### config.mk
export PLATFORM = sky130hd
export DESIGN_NAME = imem_loader
export DESIGN_NICKNAME = d
export VERILOG_FILES = /design/src/rtl/imem_loader.sv
export SDC_FILE = /design/constraint.sdc
export NUM_CORES = 1
export LEC_CHECK = 0
export ABC_CLOCK_PERIOD_IN_PS = 5600
export CAP_MARGIN = 5
export CORE_MARGIN = 2
export CORE_UTILIZATION = 42
export DETAILED_ROUTE_END_ITERATION = 7
export DONT_BUFFER_PORTS = 1
export PLACE_DENSITY_LB_ADDON = 0.3
export SKIP_LAST_GASP = 1
export SLEW_MARGIN = 20
export SYNTH_ARGS = -nofsm -noshare
export SYNTH_HDL_FRONTEND = slang
export SYNTH_SLANG_ARGS = --single-unit
### constraint.sdc
create_clock -name clk -period 5.6 [get_ports clk]
set_input_delay 1.12 -clock clk [delete_from_list [all_inputs] [get_ports clk]]
set_output_delay 1.12 -clock clk [all_outputs]
set_load 0.02 [all_outputs]
### src/rtl/imem_loader.sv
// imem_loader: boot-time programmer for the instruction memory write port.
// Parses a UART byte stream framed as SYNC, 16-bit little-endian word count
// N and 4*N payload bytes. Each payload word is packed little-endian and
// written with a one-cycle w_en strobe. The CPU is held in reset until the
// image is complete.
// Optional feature: define IMEM_LOADER_CHECKSUM_EN to require a trailing
// byte equal to the XOR of all payload bytes before the image is accepted.
module imem_loader #(
    parameter int unsigned INST_MEMORY_SIZE = 16384,
    parameter int unsigned ADDR_WIDTH       = $clog2(INST_MEMORY_SIZE),
    parameter logic [7:0]  SYNC_BYTE        = 8'hA5,
    parameter int unsigned TIMEOUT_CYCLES   = 1000000
) (
    input  logic                  clk,
    input  logic                  rst,
    input  logic [7:0]            rx_data,
    input  logic                  rx_valid,
    input  logic                  start,
    output logic [ADDR_WIDTH-1:0] write_addr,
    output logic [31:0]           write_data,
    output logic                  w_en,
    output logic                  cpu_rst_hold,
    output logic                  busy,
    output logic                  done,
    output logic                  error
);

    localparam int unsigned MAX_WORDS = INST_MEMORY_SIZE / 4;
    localparam int unsigned TMO_W     = $clog2(TIMEOUT_CYCLES + 1);

    typedef enum logic [2:0] {
        S_IDLE,
        S_LEN,
        S_DATA,
`ifdef IMEM_LOADER_CHECKSUM_EN
        S_CSUM,
`endif
        S_DONE,
        S_ERROR
    } state_t;

    state_t                state_q;
    logic [15:0]           len_q;
    logic [1:0]            byte_cnt_q;
    logic [23:0]           pack_q;
    logic [12:0]           word_cnt_q;
    logic [TMO_W-1:0]      tmo_q;
    logic [ADDR_WIDTH-1:0] addr_q;
    logic [31:0]           wdata_q;
    logic                  wen_q;
    logic                  hold_q;
    logic                  done_q;
    logic                  err_q;
`ifdef IMEM_LOADER_CHECKSUM_EN
    logic [7:0]            xor_q;
`endif

    logic [15:0]           len_d;
    logic                  last_word;
    logic                  tmo_expire;

    assign len_d      = {rx_data, len_q[7:0]};
    assign last_word  = ((16'(word_cnt_q) + 16'd1) == len_q);
    assign tmo_expire = (tmo_q == TMO_W'(TIMEOUT_CYCLES - 1));

`ifdef IMEM_LOADER_CHECKSUM_EN
    assign busy = (state_q == S_LEN) || (state_q == S_DATA) || (state_q == S_CSUM);
`else
    assign busy = (state_q == S_LEN) || (state_q == S_DATA);
`endif

    assign write_addr   = addr_q;
    assign write_data   = wdata_q;
    assign w_en         = wen_q;
    assign cpu_rst_hold = hold_q;
    assign done         = done_q;
    assign error        = err_q;

    // Frame parser, word packer, write strobe and inactivity timeout.
    always_ff @(posedge clk or posedge rst) begin
        if (rst) begin
            state_q    <= S_IDLE;
            len_q      <= '0;
            byte_cnt_q <= '0;
            pack_q     <= '0;
            word_cnt_q <= '0;
            tmo_q      <= '0;
            addr_q     <= '0;
            wdata_q    <= '0;
            wen_q      <= 1'b0;
            hold_q     <= 1'b1;
            done_q     <= 1'b0;
            err_q      <= 1'b0;
`ifdef IMEM_LOADER_CHECKSUM_EN
            xor_q      <= '0;
`endif
        end else begin
            wen_q <= 1'b0;
            // The strobe cycle retires the word regardless of state, so a
            // transition decided on the final byte never loses the advance.
            if (wen_q) begin
                addr_q     <= addr_q + ADDR_WIDTH'(4);
                word_cnt_q <= word_cnt_q + 13'd1;
            end

            case (state_q)
                S_IDLE: begin
                    if (rx_valid && (rx_data == SYNC_BYTE)) begin
                        state_q    <= S_LEN;
                        word_cnt_q <= '0;
                        addr_q     <= '0;
                        byte_cnt_q <= '0;
                        tmo_q      <= '0;
                    end
                end

                S_LEN: begin
                    if (rx_valid) begin
                        if (byte_cnt_q == 2'd0) begin
                            len_q[7:0] <= rx_data;
                            byte_cnt_q <= 2'd1;
                        end else begin
                            byte_cnt_q <= '0;
                            len_q      <= len_d;
`ifdef IMEM_LOADER_CHECKSUM_EN
                            xor_q      <= '0;
`endif
                            if (len_d == 16'd0) begin
`ifdef IMEM_LOADER_CHECKSUM_EN
                                state_q <= S_CSUM;
`else
                                state_q <= S_DONE;
                                done_q  <= 1'b1;
                                hold_q  <= 1'b0;
`endif
                            end else if (32'(len_d) > MAX_WORDS) begin
                                state_q <= S_ERROR;
                                err_q   <= 1'b1;
                            end else begin
                                state_q <= S_DATA;
                            end
                        end
                    end
                end

                S_DATA: begin
                    if (rx_valid) begin
                        byte_cnt_q <= byte_cnt_q + 2'd1;
`ifdef IMEM_LOADER_CHECKSUM_EN
                        xor_q      <= xor_q ^ rx_data;
`endif
                        // Bytes 0..2 collect in pack_q so write_data stays
                        // stable while a previous word is being strobed.
                        case (byte_cnt_q)
                            2'd0: pack_q[7:0]   <= rx_data;
                            2'd1: pack_q[15:8]  <= rx_data;
                            2'd2: pack_q[23:16] <= rx_data;
                            default: begin
                                wdata_q <= {rx_data, pack_q};
                                wen_q   <= 1'b1;
`ifdef IMEM_LOADER_CHECKSUM_EN
                                // Leave early so a checksum byte arriving
                                // during the final strobe is not missed.
                                if (last_word) begin
                                    state_q <= S_CSUM;
                                end
`endif
                            end
                        endcase
                    end
`ifndef IMEM_LOADER_CHECKSUM_EN
                    if (wen_q && last_word) begin
                        state_q <= S_DONE;
                        done_q  <= 1'b1;
                        hold_q  <= 1'b0;
                    end
`endif
                end

`ifdef IMEM_LOADER_CHECKSUM_EN
                S_CSUM: begin
                    if (rx_valid) begin
                        if (rx_data == xor_q) begin
                            state_q <= S_DONE;
                            done_q  <= 1'b1;
                            hold_q  <= 1'b0;
                        end else begin
                            state_q <= S_ERROR;
                            err_q   <= 1'b1;
                        end
                    end
                end
`endif

                S_DONE, S_ERROR: begin
                    if (start) begin
                        state_q <= S_IDLE;
                        done_q  <= 1'b0;
                        err_q   <= 1'b0;
                        hold_q  <= 1'b1;
                    end
                end

                default: state_q <= S_IDLE;
            endcase

            if (busy) begin
                if (rx_valid) begin
                    tmo_q <= '0;
                end else if (tmo_expire) begin
                    state_q <= S_ERROR;
                    err_q   <= 1'b1;
                end else begin
                    tmo_q <= tmo_q + 1'b1;
                end
            end
        end
    end

endmodule

==> results.py <==
metrics = {
    "finish": {
        "layout_commonest_cell": "dfrtp_1",
        "diodes": 0,
        "fill_cells": 1281,
        "drive_gt1_share_pct": 21.5,
        "final_cell_mix": "125 x dfrtp_1, 73 x mux2_2, 56 x nor2_1",
        "final_util_pct": 48.5,
        "nets": 560,
        "syn_to_final_growth_pct": 12.2,
        "final_area_mm2": 0.00678,
    },
    "sta": {
        "finClkSkew_ns": 0.0114,
        "hold_viol": 0,
        "setup_viol": 0,
        "setup_slack_ns": 2.81,
        "setup_tns_ns": 0,
        "finalCritPeriodShare_pct": 49.9,
        "slew_headroom_pct": 39.9,
        "min_period_ns": 2.79,
        "finalMaxSlewViolations": 0,
        "tightest_slew_ns": 0.895,
        "fmax_mhz": 358,
        "rsz0062_at_grt": "no",
    },
    "floorplan": {
        "io_pins": 63,
        "die_x_um": 124,
        "start_util_pct": 43.2,
        "die_area_mm2": 0.0154,
        "die_h_um": 124,
        "core_area_mm2": 0.0140,
        "rows": 43,
    },
    "synthesis": {
        "synthCells": 545,
        "synth_edf_count": 0,
        "ys.warnings.count": 0,
        "ys_ff_latch": 126,
        "syn-cell-area_mm2": 0.00604,
        "synth-xor-area-share_pct": 6.38,
        "yosysTopAreaCell": "dfrtp_1",
        "yosysTopAreaCellShare_pct": 51.8,
        "synth.area.top_cells": "dfrtp_1 52%, mux2_2 14%, xor2_1 4.5%, nor2_1 3.5%, nand2_1 2.2%",
        "synth-seq-area-share_pct": 52.2,
        "synth.avg_cell_area_um2": 11.1,
        "synthArstFlopShare_pct": 100,
        "synth-main-ff-cell": "dfrtp_1",
        "synth_top_family_by_area": "simple AND/OR/NAND/NOR gates",
        "yosys.area_share.simple_pct": 17.2,
        "synth_fa_ha_area_share_pct": 1.45,
        "muxShareOfSynthArea_pct": 14.1,
        "synth_compound_area_share_pct": 5.94,
        "synth_cell_types": 58,
    },
    "setup_path": {
        "critPathKind": "reg -> out",
        "path_cells": "nand2b_1 > a21o_1 > inv_1",
        "worstPathArrival_ns": 1.67,
        "crit_fanout": 9,
        "required_ns": 4.48,
        "max_stage_delay_ns": 0.47,
        "start_kind": "flop",
        "crit_path_end_kind": "primary output",
        "cpMaxStageDelayCell": "dfrtp_1",
        "reg2reg_slack_ns": 3.09,
    },
    "route": {
        "drc_errors": 0,
        "ant_nets": 0,
        "wire_per_inst_um": 17.3,
        "drtIter0Drc": 344,
        "firstDrtPassIters": 4,
        "wl_um": 12700,
        "vias": 4087,
        "viasPerCell": 5.57,
    },
    "place": {
        "io_buffers": 0,
        "post-dp-hpwl_um": 8590,
        "place_area_mm2": 0.00619,
        "place_ws_ns": 2.80,
        "place.gp.congestion": 0.914,
    },
    "power": {
        "power_leakage_nw": 2.93,
        "power.density_mw_per_mm2": 492,
        "ir_worst_vdd_uv": 278,
        "total_power_mw": 3.33,
    },
    "cts": {
        "root_buffer": "clkbuf_16",
        "clock-sinks": 126,
        "postCtsSetupBuffers": 0,
        "cts_buffers": 17,
        "cts_max_path_buffers": 2,
        "worst_skew_pair.late_latency_ns": 0.41,
        "cts_hold_buf": 0,
        "htreeDepth": 4,
        "clk_pin_slew_ns": 0.06,
        "ctsResizeCount": 0,
        "cts_tree": "yes",
    },
    "worst_hold_path": {
        "min_path_type": "reg -> reg",
    },
    "global_routing": {
        "grt_pass1_vias": 4132,
        "gr-total-overflow": 0,
        "grt_max_degree": 75,
        "grt_pass1_wl_um": 21500,
        "antenna_found_initial": 0,
        "grt_usage_pct": 18.4,
    },
    "run": {
        "maxCapViolations": 0,
    },
    "status": {
        "status": "finished, final reports clean",
    },
}
## sequential cells by signal, indices dropped and copies added, names as in the netlist, 2 cells and up
register and cells:
len_q 16, tmo_q 20, state_q 3, byte_cnt_q 2
word_cnt_q 13, write_addr 12, pack_q 24, write_data 32
## cells in the mapped netlist, types with 2 or more instances
library cell,instances
nand3b_1,2
nor4_1,11
dfrtp_1,125
o211ai_1,2
nor2_1,56
buf_4,2
nand3_1,19
ha_1,7
o21ai_0,14
inv_1,11
mux2_2,73
clkbuf_1,16
or2_2,2
nor2b_1,3
and3_1,8
or4_1,2
mux2i_1,3
a221oi_1,2
o31ai_1,3
a311oi_1,3
nor3_1,6
buf_1,4
xnor2_1,13
and2_1,2
xor2_1,31
nand2b_1,12
or3_1,3
a21oi_1,14
a211o_1,4
nand2_1,35
a41oi_1,2
nand4_1,18
o21a_1,2
buf_2,6
nor3b_1,6
## routing by layer
layer	part of all wire (%)	up-vias	global-route usage, %
met5	0	-	0
met4	0.82	0	6.32
met3	7.3	8	6.73
met2	48	109	28.5
met1	44	2057	24.0
li1	-	1913	-
## area by class of cell
cell class              count  area (um^2)  area share, %
repair buffers              4         30.0          0.443
clock buffers              18          429           6.33
well taps                 180          225           3.32
clock inverters            14          161           2.38
multi-input cells         381         2740           40.4
flip-flops and latches    126         3150           46.5
inverters                  11         43.8          0.646
## metrics by stage
stage / hold WS, ns / instances
finish: 0.489 / 734
global route: 0.515 / 734
CTS: 0.489 / 734
detailed placement: 0.475 / 702
global placement: 0.472 / 702
floorplan: 0.446 / 546
## worst paths after layout
path                                          from                         end  cells after the start
hold / removal                 tmo_q[18]$_DFF_PP0_         tmo_q[18]$_DFF_PP0_                      1
max in group asynchronous                      rst     word_cnt_q[0]$_DFF_PP0_                      2
setup / recovery              state_q[0]$_DFF_PP0_                        busy                      3
min in group asynchronous                      rst  write_data[15]$_DFFE_PP0P_                      1
setup reg to reg           word_cnt_q[0]$_DFF_PP0_    cpu_rst_hold$_DFFE_PP1P_                      7
hold reg to reg                tmo_q[18]$_DFF_PP0_         tmo_q[18]$_DFF_PP0_                      1
## report_power, final
part | total [mW] | internal (mW) | leakage [nW] | switching (mW)
Combinational | 0.654 | 0.343 | 1.05 | 0.311
Clock | 1.09 | 0.664 | 0.283 | 0.424
Sequential | 1.59 | 1.18 | 1.59 | 0.409
Total | 3.33 | 2.19 | 2.93 | 1.14
## kinds of logic (layout without fill, tap and decap cells)
family                     after synthesis  count (layout)
other                                    1               2
and+or+nand+nor                        197             197
xor gates and xnor gates                44              44
DFF                                    126             126
adders and majority gates                7               7
AOI/OAI and AO/OA                       55              55
buffers and inverters                   39              47
muxes                                   76              76
## worst max-delay path: cells and delay by family, from the launching register on
family	cells	cell delay (ns)
AOI/OAI and AO/OA	1	0.26
buffers and inverters	1	0.31
DFF	1	0.47
and+or+nand+nor	1	0.23
(Power assumes the default switching activity.)
==> edit, RTL diff (same flow settings) <==
Put one more register stage on the output `write_addr`, with the module's reset. The value now appears one clock later. The other outputs are not delayed to match.
--- a/src/rtl/imem_loader.sv
+++ b/src/rtl/imem_loader.sv
@@ -69,7 +69,13 @@
     assign busy = (state_q == S_LEN) || (state_q == S_DATA);
 `endif
 
-    assign write_addr   = addr_q;
+    always_ff @(posedge clk or posedge rst) begin
+        if (rst) begin
+            write_addr <= '0;
+        end else begin
+            write_addr <= addr_q;
+        end
+    end
     assign write_data   = wdata_q;
     assign w_en         = wen_q;
     assign cpu_rst_hold = hold_q;
Check against the original RTL: not equivalent (Yosys sat finds a counterexample within 10 cycles, from zero or initial values and one cycle with rst high).
==> edit against the unedited design <==
- setup slack lost 0.28 ns
- wire length down 0.46%
- hold slack got worse by 0.081 ns
- final cell count increased by 2.0%
- utilization is 0.70 points lower
- area after synthesis grew 4.8%
- synthesized cell count increased by 2.8%
- via count rose by 1.8%
- final area is 3.2% higher
- sequential cell count up 12
- clock skew fell by 0.0031 ns
- critical path type unchanged
- largest cell class unchanged
Power is not compared: it rests on default switching activity, and its combinational part moved more than twofold at a synthesized area within 25%.
==> edit: results (changes against the unedited design) <==
----------------------------------------------------
[Min path]
  Start point of the worst hold path ... addr_q[13]
  Min-delay worst type ... reg2reg

[Global route]
  Initial antenna violation count ... 0 (unchanged)
  Global-route usage over all layers ... 0.1697 (-0.01463)
  Maximum number of pins on one net before global-route repair ... 104 (+39%)
  Wire length of the first global-routing pass ... 21510 um (+0.13%)

[Power and ir drop]
  Maximum vdd drop ... 0.2016 mV
  Switching component of the power ... 0.7221 mW
  Static leakage power ... 3.067 nW

[Synthesis]
  Leading post-synthesis cells by instance count ... 137 x sky130_fd_sc_hd__dfrtp_1, 73 x sky130_fd_sc_hd__mux2_2, 59 x sky130_fd_sc_hd__nor2_1
  Post-synthesis sequential area ratio ... 0.5453 (+0.02338)
  Syn avg cell area ... 11.31 um2 (+2.0%)
  Synth Warn # ... 0 (unchanged)
  Synth unique cells ... 57 (-1.7%)
  Fraction of registers with async set or reset after synthesis ... 1.000 (unchanged)
  Synth top area cells ... sky130_fd_sc_hd__dfrtp_1 54%, sky130_fd_sc_hd__mux2_2 13%, sky130_fd_sc_hd__xor2_1 3.9%

[Place]
  Placed insts ... 719 (+2.4%)
  DP Wirelength ... 8477 um (-1.3%)
  Count of port buffers added during placement ... 0 (unchanged)
  Placer congestion estimate ... 0.8470 (-7.3%)
  Post-DP Area ... 6472 um2 (+4.5%)

[CTS]
  Num CTS Buffers ... 17 (unchanged)
  Max clock buf depth ... 2 (unchanged)
  Number of post-CTS setup repair buffers ... 0 (unchanged)
  Post-cts resize count ... 0 (unchanged)
  H-tree depth reported by CTS ... 4 (unchanged)
  Clock latency on the worst-skew pair ... 0.42 ns
  Clock root buffer master ... sky130_fd_sc_hd__clkbuf_16
  Clock slew seen by the registers of the worst setup and hold paths ... 0.06 ns (about the same)

[Die]
  # rows ... 44 (+2.3%)

[Outcome]
  Run status ... completed

[Detailed routing]
  Number of iterations in the first detailed-routing pass ... 4 (unchanged)
  Post-detailed-routing wire length ... 12660 um (-0.46%)
  Vias post-DR ... 4159 (+1.8%)
  Number of DRC markers after the initial detailed-route iteration ... 248 (-28%)
  Per-cell routed wire length ... 16.90 um (-2.4%)
  Antenna-violating nets left ... 0 (unchanged)

[Cells and area]
  Flip-flop count of the largest register, all copies and words added ... 32 (unchanged)
  Number of nets in the layout ... 573 (+2.3%)
  Fraction of final layout cells sized beyond drive strength 1 ... 0.2000 (-0.01480)
  Antenna diode count ... 0 (unchanged)

[Worst setup path]
  Endpoint arrival time on the critical path ... 1.95 ns (+0.28 ns)
  Crit path launch ... state_q[0]
  Critical path peak fanout ... 12 (+3)
  Critical register-to-register path startpoint ... tmo_q[7]
  Type of element capturing the critical path ... output port

[STA]
  Worst Max-Slew Pin Slew ... 0.8750 ns (-0.01965 ns)
  Final Skew ... 0.008301 ns (-0.003128 ns)

----------------------------------------------------
## edit: layout make-up
type | count | area [um2]
tap | 184 | 230.2
multi-input combinational | 385 | 2731
fill | 1341 | 7647
timing repair buffer | 2 | 15.01
clock inverter | 13 | 97.59
clock buffer | 17 | 425.4
sequential | 138 | 3455
inverter | 10 | 42.54
## edit: path summary, 6_finish.rpt
check                                       to  slack [ns]  cells past startpoint
worst max-delay path                      busy        2.53                      3
worst min-delay path            write_addr[13]        0.41                      0
worst max register to register        tmo_q[9]        3.06                      6
worst min register to register  write_addr[13]        0.41                      0
max in group asynchronous         cpu_rst_hold        3.79                      2
min in group asynchronous        write_data[8]        0.75                      1
## edit: critical path: stages, from the launching register on
cell and delay [ns]:
sky130_fd_sc_hd__dfrtp_1 0.48, sky130_fd_sc_hd__nand2b_1 0.28, sky130_fd_sc_hd__a21o_1 0.29, sky130_fd_sc_hd__inv_1 0.47
## edit: kinds of logic after synthesis
kind of cell | after synthesis | share of synthesized area
compound gates | 56 | 0.06340
xor+xnor | 44 | 0.06083
fa+ha+maj | 7 | 0.01383
buf+inv | 38 | 0.02429
flops | 138 | 0.5453
mux | 77 | 0.1369
other cells | 1 | 0.0005920
simple gates | 199 | 0.1549
## edit: metal layers
layer / track usage / wire, um
met5: 0 / 0
met4: 0.06723 / 230
met3: 0.05778 / 781
met2: 0.2590 / 5869
met1: 0.2237 / 5778
## edit: power by group through the flow
stage | combinational [mW] | clock, mW | sequential, mW
finish | 0.299 | 0.996 | 1.21
global route | 0.347 | 1.06 | 1.23
CTS | 0.302 | 1.01 | 1.21
detailed placement | 0.301 | 0 | 1.23
global placement | 0.289 | 0 | 1.22
floorplan | 0.277 | 0 | 1.18
## edit: through the flow
step / setup slack (ns) / hold slack, ns
finish: 2.528 / 0.4080
global route: 2.396 / 0.4267
CTS: 2.510 / 0.4122
detailed placement: 2.443 / 0.3994
global placement: 2.457 / 0.3887
floorplan: 0.7855 / 0.3718
